<file path="src/rtl/jogo_batalha_naval_core_if.sv">
// Board-side bundle of the battleship core: player controls in, matrix/LED/status out.
// The master side is the board (switches, debouncer); the slave side is the game core.
interface jogo_batalha_naval_core_if #(
  parameter int LINHAS  = 7,
  parameter int COLUNAS = 5,
  parameter int VIDAS   = 3
);
  localparam int WL = (LINHAS > 1) ? $clog2(LINHAS) : 1;
  localparam int WC = (COLUNAS > 1) ? $clog2(COLUNAS) : 1;
  localparam int WV = $clog2(VIDAS + 1);
  localparam int WA = $clog2(LINHAS * COLUNAS + 1);

  logic [1:0]               modo;
  logic [WL-1:0]            coord_linha;
  logic [WC-1:0]            coord_coluna;
  logic                     confirmar;
  logic [LINHAS*COLUNAS-1:0] mapa_in;

  logic [LINHAS-1:0]        linhas;
  logic [COLUNAS-1:0]       colunas;
  logic                     LED_R;
  logic                     LED_G;
  logic                     LED_B;
  logic [WV-1:0]            vida;
  logic [WA-1:0]            acertos;
  logic [2:0]               estado;

  modport master (
    output modo, coord_linha, coord_coluna, confirmar, mapa_in,
    input  linhas, colunas, LED_R, LED_G, LED_B, vida, acertos, estado
  );

  modport slave (
    input  modo, coord_linha, coord_coluna, confirmar, mapa_in,
    output linhas, colunas, LED_R, LED_G, LED_B, vida, acertos, estado
  );
endinterface

</file>
<file path="src/rtl/jogo_batalha_naval_core.sv">
// Battleship game core: map latch, shot bookkeeping, lives, win/lose and LED-matrix scan.
// Optional macro CURSOR_BLINK_EN adds a blinking attack cursor and a map reveal at game end.
module jogo_batalha_naval_core #(
  parameter int LINHAS    = 7,
  parameter int COLUNAS   = 5,
  parameter int VIDAS     = 3,
  parameter int SCAN_DIV  = 64,
  parameter int FLASH_CYC = 4096
) (
  input  logic                       clock,
  input  logic                       reset_n,
  jogo_batalha_naval_core_if.slave   bus
);
  localparam int N  = LINHAS * COLUNAS;
  localparam int WV = $clog2(VIDAS + 1);
  localparam int WA = $clog2(N + 1);
  localparam int WI = $clog2(N);
  localparam int WS = (SCAN_DIV > 1) ? $clog2(SCAN_DIV) : 1;
  localparam int WK = $clog2(COLUNAS);
  localparam int WF = $clog2(FLASH_CYC + 1);
`ifdef CURSOR_BLINK_EN
  localparam int BLINK_DIV = 32 * SCAN_DIV * COLUNAS;
  localparam int WB        = $clog2(BLINK_DIV);
`endif

  typedef enum logic [2:0] {
    DESLIGADO  = 3'd0,
    PREPARACAO = 3'd1,
    ATAQUE     = 3'd2,
    VITORIA    = 3'd3,
    DERROTA    = 3'd4
  } estado_t;

  typedef enum logic [1:0] {
    LED_NONE,
    LED_VERM,
    LED_VERDE,
    LED_AZUL
  } led_t;

  function automatic logic [WA-1:0] popcount(input logic [N-1:0] v);
    logic [WA-1:0] s;
    s = '0;
    for (int i = 0; i < N; i++) s = s + WA'(v[i]);
    return s;
  endfunction

  // Game state
  estado_t          r_estado;
  logic [N-1:0]     r_mapa;
  logic [N-1:0]     r_tiro;
  logic             r_mapa_ok;
  logic             r_mapa_travado;
  logic [WA-1:0]    r_alvo;
  logic [WA-1:0]    r_acertos;
  logic [WV-1:0]    r_vida;
  logic [WS-1:0]    r_scan_cnt;
  logic [WK-1:0]    r_col;
  logic [WF-1:0]    r_flash_cnt;
  led_t             r_flash_sel;
`ifdef CURSOR_BLINK_EN
  logic [N-1:0]     r_acerto;
  logic [WB-1:0]    r_blink_cnt;
  logic             r_blink;
`endif

  // Output stage
  estado_t          r_out_estado;
  logic [WV-1:0]    r_out_vida;
  logic [WA-1:0]    r_out_acertos;
  logic [LINHAS-1:0]  r_linhas;
  logic [COLUNAS-1:0] r_colunas;
  logic             r_led_r;
  logic             r_led_g;
  logic             r_led_b;

  logic             w_modo_prep;
  logic             w_modo_atq;
  logic             w_fora;
  logic [WI-1:0]    w_idx;
  logic [WA-1:0]    w_pop;
  logic             w_flash_on;
  led_t             w_evento;
  logic [N-1:0]     w_conteudo;
  logic [LINHAS-1:0] w_linhas_col;

  assign w_modo_prep = (bus.modo == 2'b01);
  assign w_modo_atq  = (bus.modo == 2'b10);
  assign w_fora      = (int'(bus.coord_linha) >= LINHAS) || (int'(bus.coord_coluna) >= COLUNAS);
  assign w_idx       = WI'(int'(bus.coord_linha) * COLUNAS + int'(bus.coord_coluna));
  assign w_pop       = popcount(bus.mapa_in);
  assign w_flash_on  = (r_flash_cnt != '0);

  // Classifies the confirm pulse of this cycle; it drives both bookkeeping and LED pulses.
  always_comb begin
    // NOTE: every combinational output gets a default first so no path leaves it unassigned (no latch).
    w_evento = LED_NONE;
    if (w_modo_prep && r_estado == PREPARACAO && bus.confirmar && w_pop == '0) begin
      w_evento = LED_AZUL;
    end else if (w_modo_atq && r_estado == ATAQUE && bus.confirmar) begin
      if (w_fora || r_tiro[w_idx]) w_evento = LED_AZUL;
      else if (r_mapa[w_idx])      w_evento = LED_VERDE;
      else                         w_evento = LED_VERM;
    end
  end

  always_comb begin
    w_conteudo = '0;
    case (r_estado)
      PREPARACAO:               w_conteudo = r_mapa_travado ? r_mapa : bus.mapa_in;
      ATAQUE, VITORIA, DERROTA: w_conteudo = r_tiro;
      default:                  w_conteudo = '0;
    endcase
`ifdef CURSOR_BLINK_EN
    if (r_estado == ATAQUE && !w_fora) w_conteudo[w_idx] = w_conteudo[w_idx] ^ r_blink;
    if (r_estado == VITORIA || r_estado == DERROTA)
      w_conteudo = w_conteudo | (r_mapa & ~r_acerto & {N{r_blink}});
`endif
  end

  always_comb begin
    w_linhas_col = '0;
    for (int r = 0; r < LINHAS; r++)
      w_linhas_col[r] = w_conteudo[WI'(r * COLUNAS + int'(r_col))];
  end

  always_ff @(posedge clock or negedge reset_n) begin
    if (!reset_n) begin
      // NOTE: map/shot matrices are plain flops (not RAM), so they take the async reset like any register.
      r_estado       <= DESLIGADO;
      r_mapa         <= '0;
      r_tiro         <= '0;
      r_mapa_ok      <= 1'b0;
      r_mapa_travado <= 1'b0;
      r_alvo         <= '0;
      r_acertos      <= '0;
      r_vida         <= WV'(VIDAS);
      r_scan_cnt     <= '0;
      r_col          <= '0;
      r_flash_cnt    <= '0;
      r_flash_sel    <= LED_NONE;
`ifdef CURSOR_BLINK_EN
      r_acerto       <= '0;
      r_blink_cnt    <= '0;
      r_blink        <= 1'b0;
`endif
      r_out_estado   <= DESLIGADO;
      r_out_vida     <= WV'(VIDAS);
      r_out_acertos  <= '0;
      r_linhas       <= '0;
      r_colunas      <= '0;
      r_led_r        <= 1'b0;
      r_led_g        <= 1'b0;
      r_led_b        <= 1'b0;
    end else begin
      // NOTE: state uses non-blocking assignments so every read above sees pre-edge values.
      if (w_evento != LED_NONE) begin
        r_flash_cnt <= WF'(FLASH_CYC);
        r_flash_sel <= w_evento;
      end else if (w_flash_on) begin
        r_flash_cnt <= r_flash_cnt - WF'(1);
      end

      if (r_estado != DESLIGADO) begin
        if (r_scan_cnt == WS'(SCAN_DIV - 1)) begin
          r_scan_cnt <= '0;
          r_col      <= (r_col == WK'(COLUNAS - 1)) ? '0 : r_col + WK'(1);
        end else begin
          r_scan_cnt <= r_scan_cnt + WS'(1);
        end
`ifdef CURSOR_BLINK_EN
        if (r_blink_cnt == WB'(BLINK_DIV - 1)) begin
          r_blink_cnt <= '0;
          r_blink     <= ~r_blink;
        end else begin
          r_blink_cnt <= r_blink_cnt + WB'(1);
        end
`endif
      end

      case (bus.modo)
        2'b01: begin
          if (r_estado != PREPARACAO) begin
            r_estado       <= PREPARACAO;
            r_tiro         <= '0;
            r_vida         <= WV'(VIDAS);
            r_acertos      <= '0;
            r_mapa_ok      <= 1'b0;
            r_mapa_travado <= 1'b0;
`ifdef CURSOR_BLINK_EN
            r_acerto       <= '0;
`endif
          end else if (bus.confirmar) begin
            r_mapa         <= bus.mapa_in;
            r_alvo         <= w_pop;
            r_mapa_ok      <= (w_pop != '0);
            r_mapa_travado <= 1'b1;
          end
        end
        2'b10: begin
          case (r_estado)
            PREPARACAO: if (r_mapa_ok) r_estado <= ATAQUE;
            ATAQUE: begin
              if (w_evento == LED_VERDE) begin
                r_tiro[w_idx] <= 1'b1;
`ifdef CURSOR_BLINK_EN
                r_acerto[w_idx] <= 1'b1;
`endif
                r_acertos <= r_acertos + WA'(1);
                if (r_acertos + WA'(1) == r_alvo) r_estado <= VITORIA;
              end else if (w_evento == LED_VERM) begin
                r_tiro[w_idx] <= 1'b1;
                r_vida        <= r_vida - WV'(1);
                if (r_vida == WV'(1)) r_estado <= DERROTA;
              end
            end
            default: ;
          endcase
        end
        default: r_estado <= DESLIGADO;
      endcase

      r_out_estado  <= r_estado;
      r_out_vida    <= r_vida;
      r_out_acertos <= r_acertos;

      if (r_estado == DESLIGADO) begin
        r_linhas  <= '0;
        r_colunas <= '0;
      end else begin
        r_linhas  <= w_linhas_col;
        r_colunas <= COLUNAS'(1) << r_col;
      end

      // End states own their steady LED and mask any other colour.
      r_led_r <= (r_estado == DERROTA) ||
                 (w_flash_on && r_flash_sel == LED_VERM && r_estado != VITORIA);
      r_led_g <= (r_estado == VITORIA) ||
                 (w_flash_on && r_flash_sel == LED_VERDE && r_estado != DERROTA);
      r_led_b <= w_flash_on && r_flash_sel == LED_AZUL &&
                 r_estado != VITORIA && r_estado != DERROTA;
    end
  end

  assign bus.estado  = r_out_estado;
  assign bus.vida    = r_out_vida;
  assign bus.acertos = r_out_acertos;
  assign bus.linhas  = r_linhas;
  assign bus.colunas = r_colunas;
  assign bus.LED_R   = r_led_r;
  assign bus.LED_G   = r_led_g;
  assign bus.LED_B   = r_led_b;
endmodule

</file>
<file path="src/flat_wrapper.sv">
// flat-port wrapper written by rule: the top's interface ports become plain ports
module jogo_batalha_naval_core_flat 
#(
  parameter int LINHAS    = 7,
  parameter int COLUNAS   = 5,
  parameter int VIDAS     = 3,
  parameter int SCAN_DIV  = 64,
  parameter int FLASH_CYC = 4096
)
  (clock, reset_n, bus_modo, bus_coord_linha, bus_coord_coluna, bus_confirmar, bus_mapa_in, bus_linhas, bus_colunas, bus_LED_R, bus_LED_G, bus_LED_B, bus_vida, bus_acertos, bus_estado);
  jogo_batalha_naval_core_if #(.LINHAS(LINHAS), .COLUNAS(COLUNAS), .VIDAS(VIDAS)) bus_i ();
  input  logic clock;
  input  logic reset_n;
  input wire logic [$bits(bus_i.modo)-1:0] bus_modo;
  input wire logic [$bits(bus_i.coord_linha)-1:0] bus_coord_linha;
  input wire logic [$bits(bus_i.coord_coluna)-1:0] bus_coord_coluna;
  input wire logic [$bits(bus_i.confirmar)-1:0] bus_confirmar;
  input wire logic [$bits(bus_i.mapa_in)-1:0] bus_mapa_in;
  output wire logic [$bits(bus_i.linhas)-1:0] bus_linhas;
  output wire logic [$bits(bus_i.colunas)-1:0] bus_colunas;
  output wire logic [$bits(bus_i.LED_R)-1:0] bus_LED_R;
  output wire logic [$bits(bus_i.LED_G)-1:0] bus_LED_G;
  output wire logic [$bits(bus_i.LED_B)-1:0] bus_LED_B;
  output wire logic [$bits(bus_i.vida)-1:0] bus_vida;
  output wire logic [$bits(bus_i.acertos)-1:0] bus_acertos;
  output wire logic [$bits(bus_i.estado)-1:0] bus_estado;
  assign bus_i.modo = bus_modo;
  assign bus_i.coord_linha = bus_coord_linha;
  assign bus_i.coord_coluna = bus_coord_coluna;
  assign bus_i.confirmar = bus_confirmar;
  assign bus_i.mapa_in = bus_mapa_in;
  assign bus_linhas = bus_i.linhas;
  assign bus_colunas = bus_i.colunas;
  assign bus_LED_R = bus_i.LED_R;
  assign bus_LED_G = bus_i.LED_G;
  assign bus_LED_B = bus_i.LED_B;
  assign bus_vida = bus_i.vida;
  assign bus_acertos = bus_i.acertos;
  assign bus_estado = bus_i.estado;
  jogo_batalha_naval_core #(.LINHAS(LINHAS), .COLUNAS(COLUNAS), .VIDAS(VIDAS), .SCAN_DIV(SCAN_DIV), .FLASH_CYC(FLASH_CYC)) u_core (.clock(clock), .reset_n(reset_n), .bus(bus_i));
endmodule
</file>
<file path="config.mk">
export PLATFORM = sky130hd
export DESIGN_NAME = jogo_batalha_naval_core_flat
export DESIGN_NICKNAME = d
export VERILOG_FILES = /design/src/rtl/jogo_batalha_naval_core_if.sv /design/src/rtl/jogo_batalha_naval_core.sv /design/src/flat_wrapper.sv
export SDC_FILE = /design/constraint.sdc
export NUM_CORES = 1
export LEC_CHECK = 0
export CORE_MARGIN = 2
export CORE_UTILIZATION = 50
export CTS_BUF_LIST = sky130_fd_sc_hd__clkbuf_8
export CTS_CLUSTER_DIAMETER = 100
export DETAILED_ROUTE_END_ITERATION = 6
export GPL_ROUTABILITY_DRIVEN = 0
export GPL_TIMING_DRIVEN = 0
export PLACE_DENSITY = 0.81
export SLEW_MARGIN = 20
export SYNTH_ARGS = -nofsm -noshare
export SYNTH_HDL_FRONTEND = slang
export SYNTH_SLANG_ARGS = --single-unit
</file>
<file path="constraint.sdc">
create_clock -name clock -period 3.29 [get_ports clock]
set_clock_uncertainty 0.05 [all_clocks]
set_input_delay 0.329 -clock clock [delete_from_list [all_inputs] [get_ports clock]]
set_output_delay 0.329 -clock clock [all_outputs]
set_load 0.01 [all_outputs]
</file>
Word-level counts from Yosys, hierarchy flattened

Cells that the tools add are included.
Widths: inputs -> output; s select.

Equality and inequality tests: 29
Multiplexer cells: 64
$add $sub $neg: 46
Reduce and logical (&&, ||, !) cells: 34
$mul: 1
Bitwise logic cells: 2
Magnitude comparators: 11
Shifts and indexed selects: 1

Operator list:

| cell                  | count |
|---|---|
| $add 6x1->6           | 33 |
| $mux 35               | 5 |
| $pmux 35 s2           | 2 |
| $bmux 1 s6            | 8 |
| $lt 6x8->1 const B    | 6 |
| $or 35x35->35         | 1 |
| $mux 13               | 2 |
| $mux 6                | 4 |
| $mux 3                | 7 |
| $mux 1                | 20 |
| $add 5x3->6 const A   | 3 |
| $mux 2                | 8 |
| $logic_and 1x1->1     | 13 |
| $reduce_bool 13->1    | 1 |
| $sub 13x1->13 const B | 1 |
| $add 6x1->6 const B   | 2 |
| $ne 4x4->1 const B    | 3 |
| $pmux 3 s2            | 2 |
| $pmux 6 s2            | 1 |
| $add 4x3->5 const A   | 2 |
| $ne 2x2->1 const B    | 5 |
| $ne 3x3->1 const B    | 3 |
| $eq 2x1->1 const B    | 4 |
| $eq 2x2->1 const B    | 4 |
| 36 further kinds      | 48 |

Register bits: 139
Word-level logic and storage cells: 208
Output and inout bits: 26

Logic depth before layout (Yosys ltp)

Gate-level depths: netlist (run 1).

Depth in word-level cells: 42
Gate-level depth with buffers: 27
Depth with buffers taken out: 27

Worst setup path before layout (run 1)

No wires, ideal clock.

Path type: input-to-reg
From: in bus_mapa_in[0]
To: reg u_core.r_tiro[32]
Data required time: 3.168 ns
Cell stages on the path: 25
Library setup time: 0.072 ns
Slack: -3.107 ns
Data arrival time: 6.275 ns
Cell sequence: ha_1 inv_1 fa_1 fa_1 inv_1 fa_1 fa_1 fa_1 inv_1 fa_1 inv_1 ha_1 a21o_1 a21oi_1 nor3b_1 o21ai_0 nor2_1 and2b_1 ha_1 a31oi_1 o22ai_1 nand2b_1 nor3_1 a31oi_1 nor2_1

Cells in the longest elaborated chain, start to end: 41

Ends and longest elaborated chain:

| item                            | line                           | source |
|---|---|---|
| from (decl)                     | flat_wrapper.sv:18             | `input wire logic [$bits(bus_i.mapa_in)-1:0] bus_mapa_in;` |
| $add 1x1->2 *                   | jogo_batalha_naval_core.sv:44  | `for (int i = 0; i < N; i++) s = s + WA'(v[i]);` |
| $add 6x1->6 * (33 in a row)     | jogo_batalha_naval_core.sv:44  |  |
| $logic_not 6->1 *               | jogo_batalha_naval_core.sv:98  | `if (w_modo_prep && r_estado == PREPARACAO && bus.confirmar && w_pop == '0) begin` |
| $logic_and 1x1->1 *             | jogo_batalha_naval_core.sv:98  |  |
| $mux 2 *                        | jogo_batalha_naval_core.sv:98  |  |
| $eq 2x2->1                      | jogo_batalha_naval_core.sv:204 | `if (w_evento == LED_VERDE) begin` |
| $mux 35                         | jogo_batalha_naval_core.sv:204 |  |
| $mux 35                         | jogo_batalha_naval_core.sv:201 | `case (r_estado)` |
| $pmux 35 s2                     | jogo_batalha_naval_core.sv:181 | `case (bus.modo)` |
| to (signal assigned)            | jogo_batalha_naval_core.sv:185 | `r_tiro <= '0;` |
| to (signal, indexed assignment) | jogo_batalha_naval_core.sv:205 | `r_tiro[w_idx] <= 1'b1;` |
| to (signal, indexed assignment) | jogo_batalha_naval_core.sv:212 | `r_tiro[w_idx] <= 1'b1;` |
| to (decl)                       | jogo_batalha_naval_core.sv:51  | `logic [N-1:0] r_tiro;` |

Every way passes the cells marked *; elsewhere a longest branch is shown, timed or not. The select of a mux whose other input is x is not followed.
A chain may end at the register's enable or synchronous reset.

Final worst setup path (run 1)

From: in bus_mapa_in[4]
To: reg u_core.r_tiro[4]

Cells in the longest elaborated chain, start to end: 38

Ends and longest elaborated chain:

| item                        | line |
|---|---|
| $add 6x1->6 * (31 in a row) | jogo_batalha_naval_core.sv:44 |
| $logic_not 6->1 *           | jogo_batalha_naval_core.sv:98 |
| $logic_and 1x1->1 *         | jogo_batalha_naval_core.sv:98 |
| $mux 2 *                    | jogo_batalha_naval_core.sv:98 |
| $eq 2x2->1                  | jogo_batalha_naval_core.sv:204 |
| $mux 35                     | jogo_batalha_naval_core.sv:204 |
| $mux 35                     | jogo_batalha_naval_core.sv:201 |
| $pmux 35 s2                 | jogo_batalha_naval_core.sv:181 |

Marked as above.

==> flow_metrics.tcl, run 1 <==
set metrics [dict create \
    outcome "complete, but fails checks" \
    violations "design-rule violations, negative setup slack" \
    io_buffers 71 \
    globalRouteOverflowTotal 0 \
    synth_cells 1055 \
    drive_above_1_share_pct 22.4 \
    syn_area_sq_um 9830 \
    timing.slew.headroom_pct 11.7 \
    grt_pass1_vias 8504 \
    routed_wl_mm 29.1 \
    clockBufferDepth 2 \
    rsz0062_at_grt "true" \
    rr_worst_depth 14 \
    antenna_found_initial 0 \
    synthesis.nets 1168 \
    path_buf_inv 5 \
    finalHoldViolations 0 \
    path_clk_slew_ns 0.09 \
    crit_slowest_cell "fa_1" \
    worstPathRequired_ns 3.65 \
    antenna_left 0 \
    start_util_pct 50.7 \
    fp.dieH_um 144 \
    htree_num_levels 4 \
    path_delay_family "adder cells" \
    grt_start_max_net_pins 101 \
    grt_pass1_wl_mm 45.6 \
    peakVddDrop_mv 0.984 \
    viasPerCell 6.08 \
    crit_path_max_incr_delay_ns 0.55 \
    initialDrtViolationCount 1009 \
    nNetsFinal 1284 \
    synth_top_area_cell "dfrtp_1" \
    row_count 51 \
    period_minus_slack_ns 6.24 \
    wire_per_inst_um 20.1 \
    path_class "in2reg" \
    synth_warnings 0 \
    path_depth 25 \
    cts_buffers 17 \
    finalPower_w 0.00808 \
    die_x_um 144 \
    cts_tree "built" \
    finish.utilization_pct 61.6 \
    yosys.cell_types.count 86 \
    start_kind "primary input" \
    timing.final.ws_setup_ns -2.95 \
    hold_path_class "in2reg" \
    dp_hpwl_mm 21.1 \
    power.density_nw_per_um2 676 \
    worstHoldPathCells 3 \
    comb_power_share_pct 53.6 \
    cts_root_buf "clkbuf_8" \
    n_fill_cell 1591 \
    cts_sinks 139 \
    synth_edf_count 0 \
    ys_top_cells_by_area "dfrtp_1, nand2_1, fa_1" \
    arrival_ns 6.59 \
    ys_ff_latch 139 \
    dr.pass1.iters 7 \
    vias 8814 \
    insertion_delay_ns 0.48 \
    dieArea_sq_um 20800 \
    diodes 0 \
    path_max_fanout 4 \
    synth-main-ff-cell "dfrtp_1" \
    report.final.slew_viol_count 0 \
    yosysTopAreaCellShare_pct 34.4 \
    ys_seq_area_share_pct 35.4 \
    crit_path_frequent_cell "fa_2" \
    power.share.clock_pct 18.0 \
    p_seq_share_pct 28.3 \
    p_leak_nw 5.45 \
    switching_share_pct 39.5 \
    max-cap-violations 0 \
    coreArea_sq_um 19400 \
    fmax_ghz 0.160 \
    synth.avg_cell_area_sq_um 9.32 \
    fin_crit_sh_pct 190 \
    drc 2 \
    grt_usage_pct 28.9 \
    async_reset_ff_share_pct 100 \
    p_int_w 0.00489 \
    layout_commonest_cell "nand2_1" \
    setup_viol 68 \
    final_cell_mix "nand2_1, dfrtp_1, nor2_1" \
    syn2layout_area_growth_pct 21.6 \
    ioPinCount 72 \
    p_sw_w 0.00319 \
    endpoint_kind "flip-flop" \
    max_slew.worst_pin.slew_ns 1.32 \
]
## worst reg2reg max path, cell delays in order, from the launching register on
cell and delay, ns:
dfrtp_1 0.46, buf_6 0.18, or2b_1 0.32, nor3b_1 0.62, and2_1 0.24, o21ai_1 0.17
and2b_2 0.28, ha_4 0.28, a31oi_4 0.10, o22ai_4 0.26, nand2b_4 0.13, buf_4 0.17
nor2_4 0.24, a21oi_2 0.08, nor2_1 0.13
## power groups by stage
stage	registers [W]	clock network, W	logic, W
after floorplan	0.00223	0	0.00237
after global placement	0.00229	0	0.00304
after detailed placement	0.00230	0	0.00314
after CTS	0.00227	0.00145	0.00383
after global routing	0.00232	0.00152	0.00475
final	0.00229	0.00145	0.00433
## registers in the layout (all words and copies together) (netlist names), 3 cells and up
name                flops
u_core.bus.acertos      6
u_core.bus.colunas      5
u_core.bus.estado       3
u_core.bus.linhas       7
u_core.r_acertos        6
u_core.r_alvo           6
u_core.r_col            3
u_core.r_estado         3
u_core.r_flash_cnt     13
u_core.r_mapa          35
u_core.r_scan_cnt       6
u_core.r_tiro          35
## cells in the mapped netlist (5+ instances only)
master and instances:
inv_1 69, dfrtp_1 135, mux4_2 15, nand2_1 156
o22ai_1 14, buf_6 7, nor3_1 13, fa_1 28
and3b_1 9, buf_2 17, nor3b_1 5, o22a_1 6
o211ai_1 7, clkbuf_1 27, nor4bb_1 5, ha_1 39
a22oi_1 15, a21o_1 7, nand2b_1 8, a31oi_1 8
nor2b_1 12, a211oi_1 8, and3_1 6, o21ai_0 63
o2bb2ai_1 9, mux2i_1 48, and2_1 10, or3_1 8
nand3_1 22, mux2_2 25, a21oi_1 52, xor2_1 11
nor2_1 80, xnor2_1 14
## layer usage
metal	track usage (%)	share of wire [%]	vias to the layer above
li1	-	-	3930
met1	38.0	40	4226
met2	46.0	46	546
met3	7.32	10	112
met4	11.4	3.9	0
met5	0	0	-
## logic make-up after synthesis
family | after synthesis | share of synthesized area (%)
flip-flops | 139 | 35.4
AO/OA/AOI/OAI | 236 | 15.9
multiplexers | 89 | 11.3
AND/OR/NAND/NOR | 364 | 18.0
adder cells (fa/ha/maj) | 67 | 10.7
XOR/XNOR | 25 | 2.23
buffers and inverters | 135 | 6.48
## what timing repair did
item                                   4_1_cts  5_1_grt
gates cloned                                 1        0
setup buffers                               18        7
resized for setup                           86       75
endpoints found under the hold margin       39        0
hold buffers                                 1        0
pin swaps                                   51       72
setup endpoints to repair                   69       69
## stage by stage
step                      instance area, sq um  setup TNS, ns  hold WS [ns]  cells  setup slack [ns]
final                                    12000        -165.84        0.0504   1449             -2.95
after global routing                     12000        -173.39        0.0645   1449             -3.07
after CTS                                11800        -173.23         0.102   1443             -3.00
after detailed placement                 11000        -237.10         0.182   1392             -4.09
after global placement                   11000        -727.25         0.316   1391             -3.98
after floorplan                           9950        -158.03       -0.0166   1055             -2.71
## area by class of cell
type                       count  area, sq um  share of cell area (%)
buffer                        61          379                    3.17
clock buffer                  19          262                    2.19
clock inverter                13          144                    1.20
inverter                      73          279                    2.33
multi-input combinational    781         6150                    51.4
sequential                   139         3480                    29.1
tap                          265          332                    2.77
timing repair buffer          98          931                    7.78
## path summary, 6_finish.rpt
kind	startpoint	to	slack, ns
worst max-delay path	bus_mapa_in[4]	u_core.r_tiro[4]	-2.95
worst min-delay path	bus_mapa_in[18]	u_core.r_mapa[18]	0.05
worst max register to register	u_core.r_estado[2]	u_core.r_tiro[4]	-0.49
worst min register to register	u_core.r_vida[1]	u_core.bus.vida[1]	0.34
max in group asynchronous	reset_n	u_core.r_tiro[32]	2.13
min in group asynchronous	reset_n	u_core.r_flash_cnt[8]	0.27
No activity file was read; power rests on OpenSTA's default activity.
==> run 2: changes to the inputs <==
--- a/config.mk
+++ b/config.mk
@@ -12,6 +12,7 @@
 export DETAILED_ROUTE_END_ITERATION = 6
 export GPL_ROUTABILITY_DRIVEN = 0
 export GPL_TIMING_DRIVEN = 0
+export MAX_ROUTING_LAYER = met4
 export PLACE_DENSITY = 0.81
 export SLEW_MARGIN = 20
 export SYNTH_ARGS = -nofsm -noshare
==> run 2 against run 1 <==
Against the previous run:
- power hardly changed
- worst setup slack lost 0.033 ns
- combinational power about the same
- the flow still finishes with violations (design-rule violations, negative setup slack)
- clock power about the same
- largest power group unchanged
- die area did not move
- global-route usage up 0.84 points
- critical path depth stayed put
- worst hold slack worse by 0.00085 ns
- critical path type unchanged
- final area hardly changed
==> flow_metrics.tcl, run 2 (synthesis results as in run 1) <==
set metrics [dict create \
    top_layer "met4" \
    timing.final.ws_setup_ns -2.98 \
    setup_tns_ns -168.02 \
    endpoint_kind "flip-flop" \
    grt_start_max_net_pins 101 \
    period_minus_slack_ns 6.27 \
    clockBufferDepth 2 \
    nNetsFinal 1284 \
    initialDrtViolationCount 1098 \
    cts_root_buf "clkbuf_8" \
    crit_slowest_cell "fa_1" \
    drive_above_1_share_pct 22.3 \
    wl_met1_mm 11.9 \
    antenna_found_initial 0 \
    cts_buffers 17 \
    min_from "bus_mapa_in[22]" \
    grt_pass1_vias 8489 \
    syn2layout_area_growth_pct 21.6 \
    ioPinCount 72 \
    antenna_left 0 \
    p_sw_w 0.00320 \
    outcome "complete, but fails checks" \
    reg2reg_to "u_core.r_tiro[4]" \
    io_buffers 71 \
    htree_num_levels 4 \
    drc 2 \
    rsz0062_at_grt "true" \
    finalPower_w 0.00809 \
    cts_tree "built" \
    dieArea_sq_um 20800 \
    wl_met3_mm 2.70 \
    p_int_w 0.00489 \
    path_max_fanout 4 \
    whs_ns 0.0495 \
    viasPerCell 6.12 \
    arrival_ns 6.62 \
    switching_share_pct 39.6 \
    crit_path_max_incr_delay_ns 0.55 \
    violations "design-rule violations, negative setup slack" \
    worstPathRequired_ns 3.65 \
    diodes 0 \
    fin_crit_sh_pct 191 \
    power.density_nw_per_um2 676 \
    grt_pass1_wl_mm 45.6 \
    max-cap-violations 0 \
    min_to "u_core.r_mapa[22]" \
    fmax_ghz 0.160 \
    worstHoldPathCells 3 \
    vias 8865 \
    p_seq_share_pct 28.3 \
    path_clk_slew_ns 0.09 \
    dr.pass1.iters 7 \
    start_util_pct 50.7 \
    p_leak_nw 5.45 \
    fp.dieH_um 144 \
    report.final.slew_viol_count 0 \
    max_slew.worst_pin.slew_ns 1.26 \
    wire_per_inst_um 20.2 \
    power.share.clock_pct 18.1 \
    start_kind "primary input" \
    globalRouteOverflowTotal 0 \
    final_cell_mix "nand2_1, dfrtp_1, nor2_1" \
    insertion_delay_ns 0.48 \
    routed_wl_mm 29.2 \
    coreArea_sq_um 19400 \
    layout_commonest_cell "nand2_1" \
    wl_met2_mm 13.4 \
    cts_sinks 139 \
    row_count 51 \
    timing.slew.headroom_pct 15.5 \
    crit_path_frequent_cell "fa_2" \
    peakVddDrop_mv 0.983 \
    dp_hpwl_mm 21.1 \
    finalHoldViolations 0 \
    path_class "in2reg" \
    rr_worst_depth 14 \
    comb_power_share_pct 53.6 \
    setup_viol 68 \
    hold_path_class "in2reg" \
    largestRegisters "u_core.r_mapa x35, u_core.r_tiro x35, u_core.r_flash_cnt x13" \
    placed_cells_incl_taps 1392 \
    die_x_um 144 \
    rr_startpoint "u_core.r_estado[2]" \
    instances_no_fill 1449 \
    grt_usage_pct 29.7 \
    rrSetupSlack_ns -0.48 \
]
## run 2: repair_timing
action,4_1_cts,5_1_grt
gates resized for setup,86,74
gates cloned,1,0
pin swaps,51,70
hold endpoints to repair,39,0
buffers inserted,18,7
setup endpoints to repair,69,69
hold buffers,1,0
## run 2: through the flow
stage / setup slack, ns / utilization [%] / area [sq um]
floorplan: -2.71 / - / 9950
global placement: -3.98 / 56.7 / 11000
detailed placement: -4.09 / 56.8 / 11000
CTS: -3.00 / 60.6 / 11800
global route: -3.06 / 61.6 / 12000
finish: -2.98 / 61.6 / 12000
## run 2: cell type report
type / instances / area [sq um]
fillers: 1591 / 7440
multi-input cells: 781 / 6140
flip-flops and latches: 139 / 3480
repair buffers: 98 / 931
plain buffers: 61 / 379
well taps: 265 / 332
inverters: 73 / 279
clock buffers: 19 / 262
clock inverters: 13 / 144
## run 2: worst max-delay path by stage
stage                        start                end  cells after the start  slack [ns]
global route        bus_mapa_in[0]  u_core.r_tiro[32]                     25       -3.06
global placement    bus_mapa_in[0]   u_core.r_tiro[3]                     25       -3.98
floorplan           bus_mapa_in[1]   u_core.r_tiro[0]                     24       -2.71
detailed placement  bus_mapa_in[0]  u_core.r_tiro[34]                     26       -4.09
finish              bus_mapa_in[4]   u_core.r_tiro[4]                     25       -2.98
CTS                 bus_mapa_in[0]   u_core.r_tiro[1]                     25       -3.00
## run 2: metal layers
layer  up-vias  global-route usage [%]
met3       123                    6.95
met2       561                    45.9
li1       3930                       -
met4         0                    11.7
met1      4251                    38.2
met5         -                       -
## run 2: power by group through the flow
| stage | registers, W | logic, W | clock network, W |
|---|---|---|---|
| global route | 0.00232 | 0.00475 | 0.00152 |
| finish | 0.00229 | 0.00433 | 0.00146 |
| floorplan | 0.00223 | 0.00237 | 0 |
| global placement | 0.00229 | 0.00304 | 0 |
| detailed placement | 0.00230 | 0.00314 | 0 |
| CTS | 0.00227 | 0.00383 | 0.00145 |
## run 2: critical path: cells and delay by family
kind	cells	cell delay (ns)
AO/OA/AOI/OAI	4	0.56
AND/OR/NAND/NOR	7	1.18
adder cells (fa/ha/maj)	9	3.89
buffers and inverters	5	0.65
==> run 3: changes to the inputs <==
--- a/config.mk
+++ b/config.mk
@@ -5,15 +5,17 @@
 export SDC_FILE = /design/constraint.sdc
 export NUM_CORES = 1
 export LEC_CHECK = 0
-export CORE_MARGIN = 2
-export CORE_UTILIZATION = 50
+export CELL_PAD_IN_SITES_DETAIL_PLACEMENT = 0
+export CELL_PAD_IN_SITES_GLOBAL_PLACEMENT = 1
+export CORE_MARGIN = 10
+export CORE_UTILIZATION = 48
 export CTS_BUF_LIST = sky130_fd_sc_hd__clkbuf_8
 export CTS_CLUSTER_DIAMETER = 100
 export DETAILED_ROUTE_END_ITERATION = 6
 export GPL_ROUTABILITY_DRIVEN = 0
 export GPL_TIMING_DRIVEN = 0
 export MAX_ROUTING_LAYER = met4
-export PLACE_DENSITY = 0.81
+export PLACE_DENSITY = 0.94
 export SLEW_MARGIN = 20
 export SYNTH_ARGS = -nofsm -noshare
 export SYNTH_HDL_FRONTEND = slang
==> run 3 against run 2 <==
Against the previous run:
- the flow finishes with violations (negative setup slack)
- sequential cell count is the same
- worst hold slack gained 0.018 ns
- core utilization shrank 2.6 points
- register-to-register slack gained 0.09 ns
- wire length grew 2.0%
- sequential share of layout area grew 0.13 points
- first-iteration DRC count shrank 18%
- non-clock buffer count shrank 4
- count of clock-buffer cells in the layout is the same
- die area grew 28%
- worst setup slack gained 0.14 ns
- power grew 0.33%
==> flow_metrics.tcl, run 3 (synthesis results as in run 1) <==
set metrics [dict create \
    worstHoldPathCells 3 \
    p_int_w 0.00486 \
    finalHoldViolations 0 \
    start_kind "primary input" \
    reg2reg_to "u_core.r_tiro[6]" \
    power.share.clock_pct 17.7 \
    crit_end "u_core.r_tiro[6]" \
    path_class "in2reg" \
    power.density_nw_per_um2 681 \
    syn2layout_area_growth_pct 21.1 \
    dpl-instance-area_sq_um 11000 \
    grt_start_max_net_pins 96 \
    peakVddDrop_mv 0.937 \
    crit_path_max_incr_delay_ns 0.56 \
    outcome "complete, but fails checks" \
    wire_per_inst_um 20.6 \
    path_clk_slew_ns 0.09 \
    routed_wl_mm 29.8 \
    rrSetupSlack_ns -0.39 \
    dr.pass1.iters 6 \
    path_depth 27 \
    rr_worst_depth 15 \
    die_x_um 163 \
    viasPerCell 5.91 \
    fin_crit_sh_pct 186 \
    switching_share_pct 40.1 \
    cp-startpoint "bus_mapa_in[0]" \
    p_leak_nw 5.46 \
    setup_tns_ns -159.45 \
    grt_pass1_vias 8493 \
    path_buf_inv 6 \
    drc 0 \
    coreArea_sq_um 20200 \
    antenna_left 0 \
    antenna_found_initial 0 \
    arrival_ns 6.48 \
    dp_worst_setup_slack_ns -4.16 \
    drive_above_1_share_pct 21.8 \
    globalRouteOverflowTotal 0 \
    p_sw_w 0.00325 \
    setup_viol 68 \
    rr_startpoint "u_core.r_estado[2]" \
    max_slew.worst_pin.slew_ns 1.06 \
    hold_path_class "in2reg" \
    violations "negative setup slack" \
    cts_buffers 17 \
    nNetsFinal 1280 \
    cts_root_buf "clkbuf_8" \
    path_delay_family "adder cells" \
    comb_power_share_pct 54.1 \
    largestRegisters "u_core.r_mapa x35, u_core.r_tiro x35, u_core.r_flash_cnt x13" \
    timing.final.ws_setup_ns -2.84 \
    fin_area_sq_um 11900 \
    layout_commonest_cell "nand2_1" \
    path_max_fanout 4 \
    cts_sinks 139 \
    row_count 52 \
    clockBufferDepth 2 \
    initialDrtViolationCount 898 \
    vias 8568 \
    diodes 0 \
    cts_tree "built" \
    whs_ns 0.0670 \
    fp.dieH_um 163 \
    crit_slowest_cell "fa_2" \
    final_cell_mix "nand2_1, dfrtp_1, nor2_1" \
    ioPinCount 72 \
    dp_hpwl_mm 22.9 \
    fmax_ghz 0.163 \
    worstPathRequired_ns 3.64 \
    period_minus_slack_ns 6.13 \
    max-cap-violations 0 \
    start_util_pct 48.7 \
    grt_usage_pct 23.3 \
    dieArea_sq_um 26600 \
    crit_path_frequent_cell "fa_2" \
    p_seq_share_pct 28.2 \
    timing.slew.headroom_pct 29.1 \
    rsz0062_at_grt "true" \
    insertion_delay_ns 0.47 \
    endpoint_kind "flip-flop" \
    io_buffers 71 \
    grt_pass1_wl_mm 47.6 \
    report.final.slew_viol_count 0 \
    htree_num_levels 4 \
]
[run 3: cell count changes in the layout (fill, tap and decap cells not counted), sizes merged]
| cell | before | now |
|---|---|---|
| clkdlybuf4s15 | 4 | 1 |
| buf | 65 | 64 |
| clkbuf | 53 | 54 |
| clkinv | 5 | 6 |
| clkinvlp | 7 | 6 |
| dlygate4sd2 | 1 | 0 |
[run 3: worst min-delay path by stage]
stage / start / endpoint / slack, ns
final: bus_mapa_in[20] / u_core.r_mapa[20] / 0.07
after global placement: u_core.r_vida[1] / u_core.bus.vida[1] / 0.31
after CTS: bus_mapa_in[0] / u_core.r_mapa[0] / 0.09
after floorplan: reset_n / u_core.bus.LED_B / -0.02
after global routing: bus_mapa_in[20] / u_core.r_mapa[20] / 0.07
after detailed placement: reset_n / u_core.r_flash_cnt[9] / 0.19
[run 3: tightest hold or removal path, stage by stage]
cell and delay [ns]:
clkbuf_2 0.11, nand2_1 0.06, nand2_1 0.05
[run 3: power groups by stage]
stage          sequential, W  clock, W  combinational (W)
4_1_cts              0.00227   0.00146            0.00380
6_report             0.00228   0.00144            0.00439
5_1_grt              0.00232   0.00154            0.00477
3_5_place_dp         0.00230         0            0.00322
2_1_floorplan        0.00223         0            0.00237
3_3_place_gp         0.00229         0            0.00312
[run 3: area by class of cell]
class / instances / area [sq um]
clock inverters: 13 / 143
fillers: 1719 / 8260
plain buffers: 60 / 378
well taps: 270 / 338
clock buffers: 19 / 262
multi-input cells: 781 / 6120
flip-flops and latches: 139 / 3480
inverters: 73 / 279
repair buffers: 95 / 901
[run 3: what timing repair did]
action,4_1_cts,5_1_grt
pin swaps,55,47
cloned,1,0
buffers inserted,15,6
hold buffers,1,0
setup endpoints to repair,69,69
gates resized for setup,113,50
hold endpoints to repair,44,0
[run 3: metal layers]
| layer | track usage, % | wire, um | vias to the layer above |
|---|---|---|---|
| met5 | - | 0 | - |
| met4 | 7.54 | 927 | 0 |
| met3 | 4.98 | 2630 | 78 |
| met2 | 36.0 | 13700 | 417 |
| met1 | 30.1 | 12600 | 4146 |
| li1 | - | - | 3927 |
[run 3: per-stage QoR]
| step | util, % | std cells | power (W) |
|---|---|---|---|
| after detailed placement | 54.7 | 1397 | 0.00552 |
| after CTS | 58.7 | 1445 | 0.00753 |
| after global routing | 59.0 | 1450 | 0.00863 |
| after floorplan | - | 1055 | 0.00460 |
| final | 59.0 | 1450 | 0.00811 |
| after global placement | 54.5 | 1396 | 0.00541 |
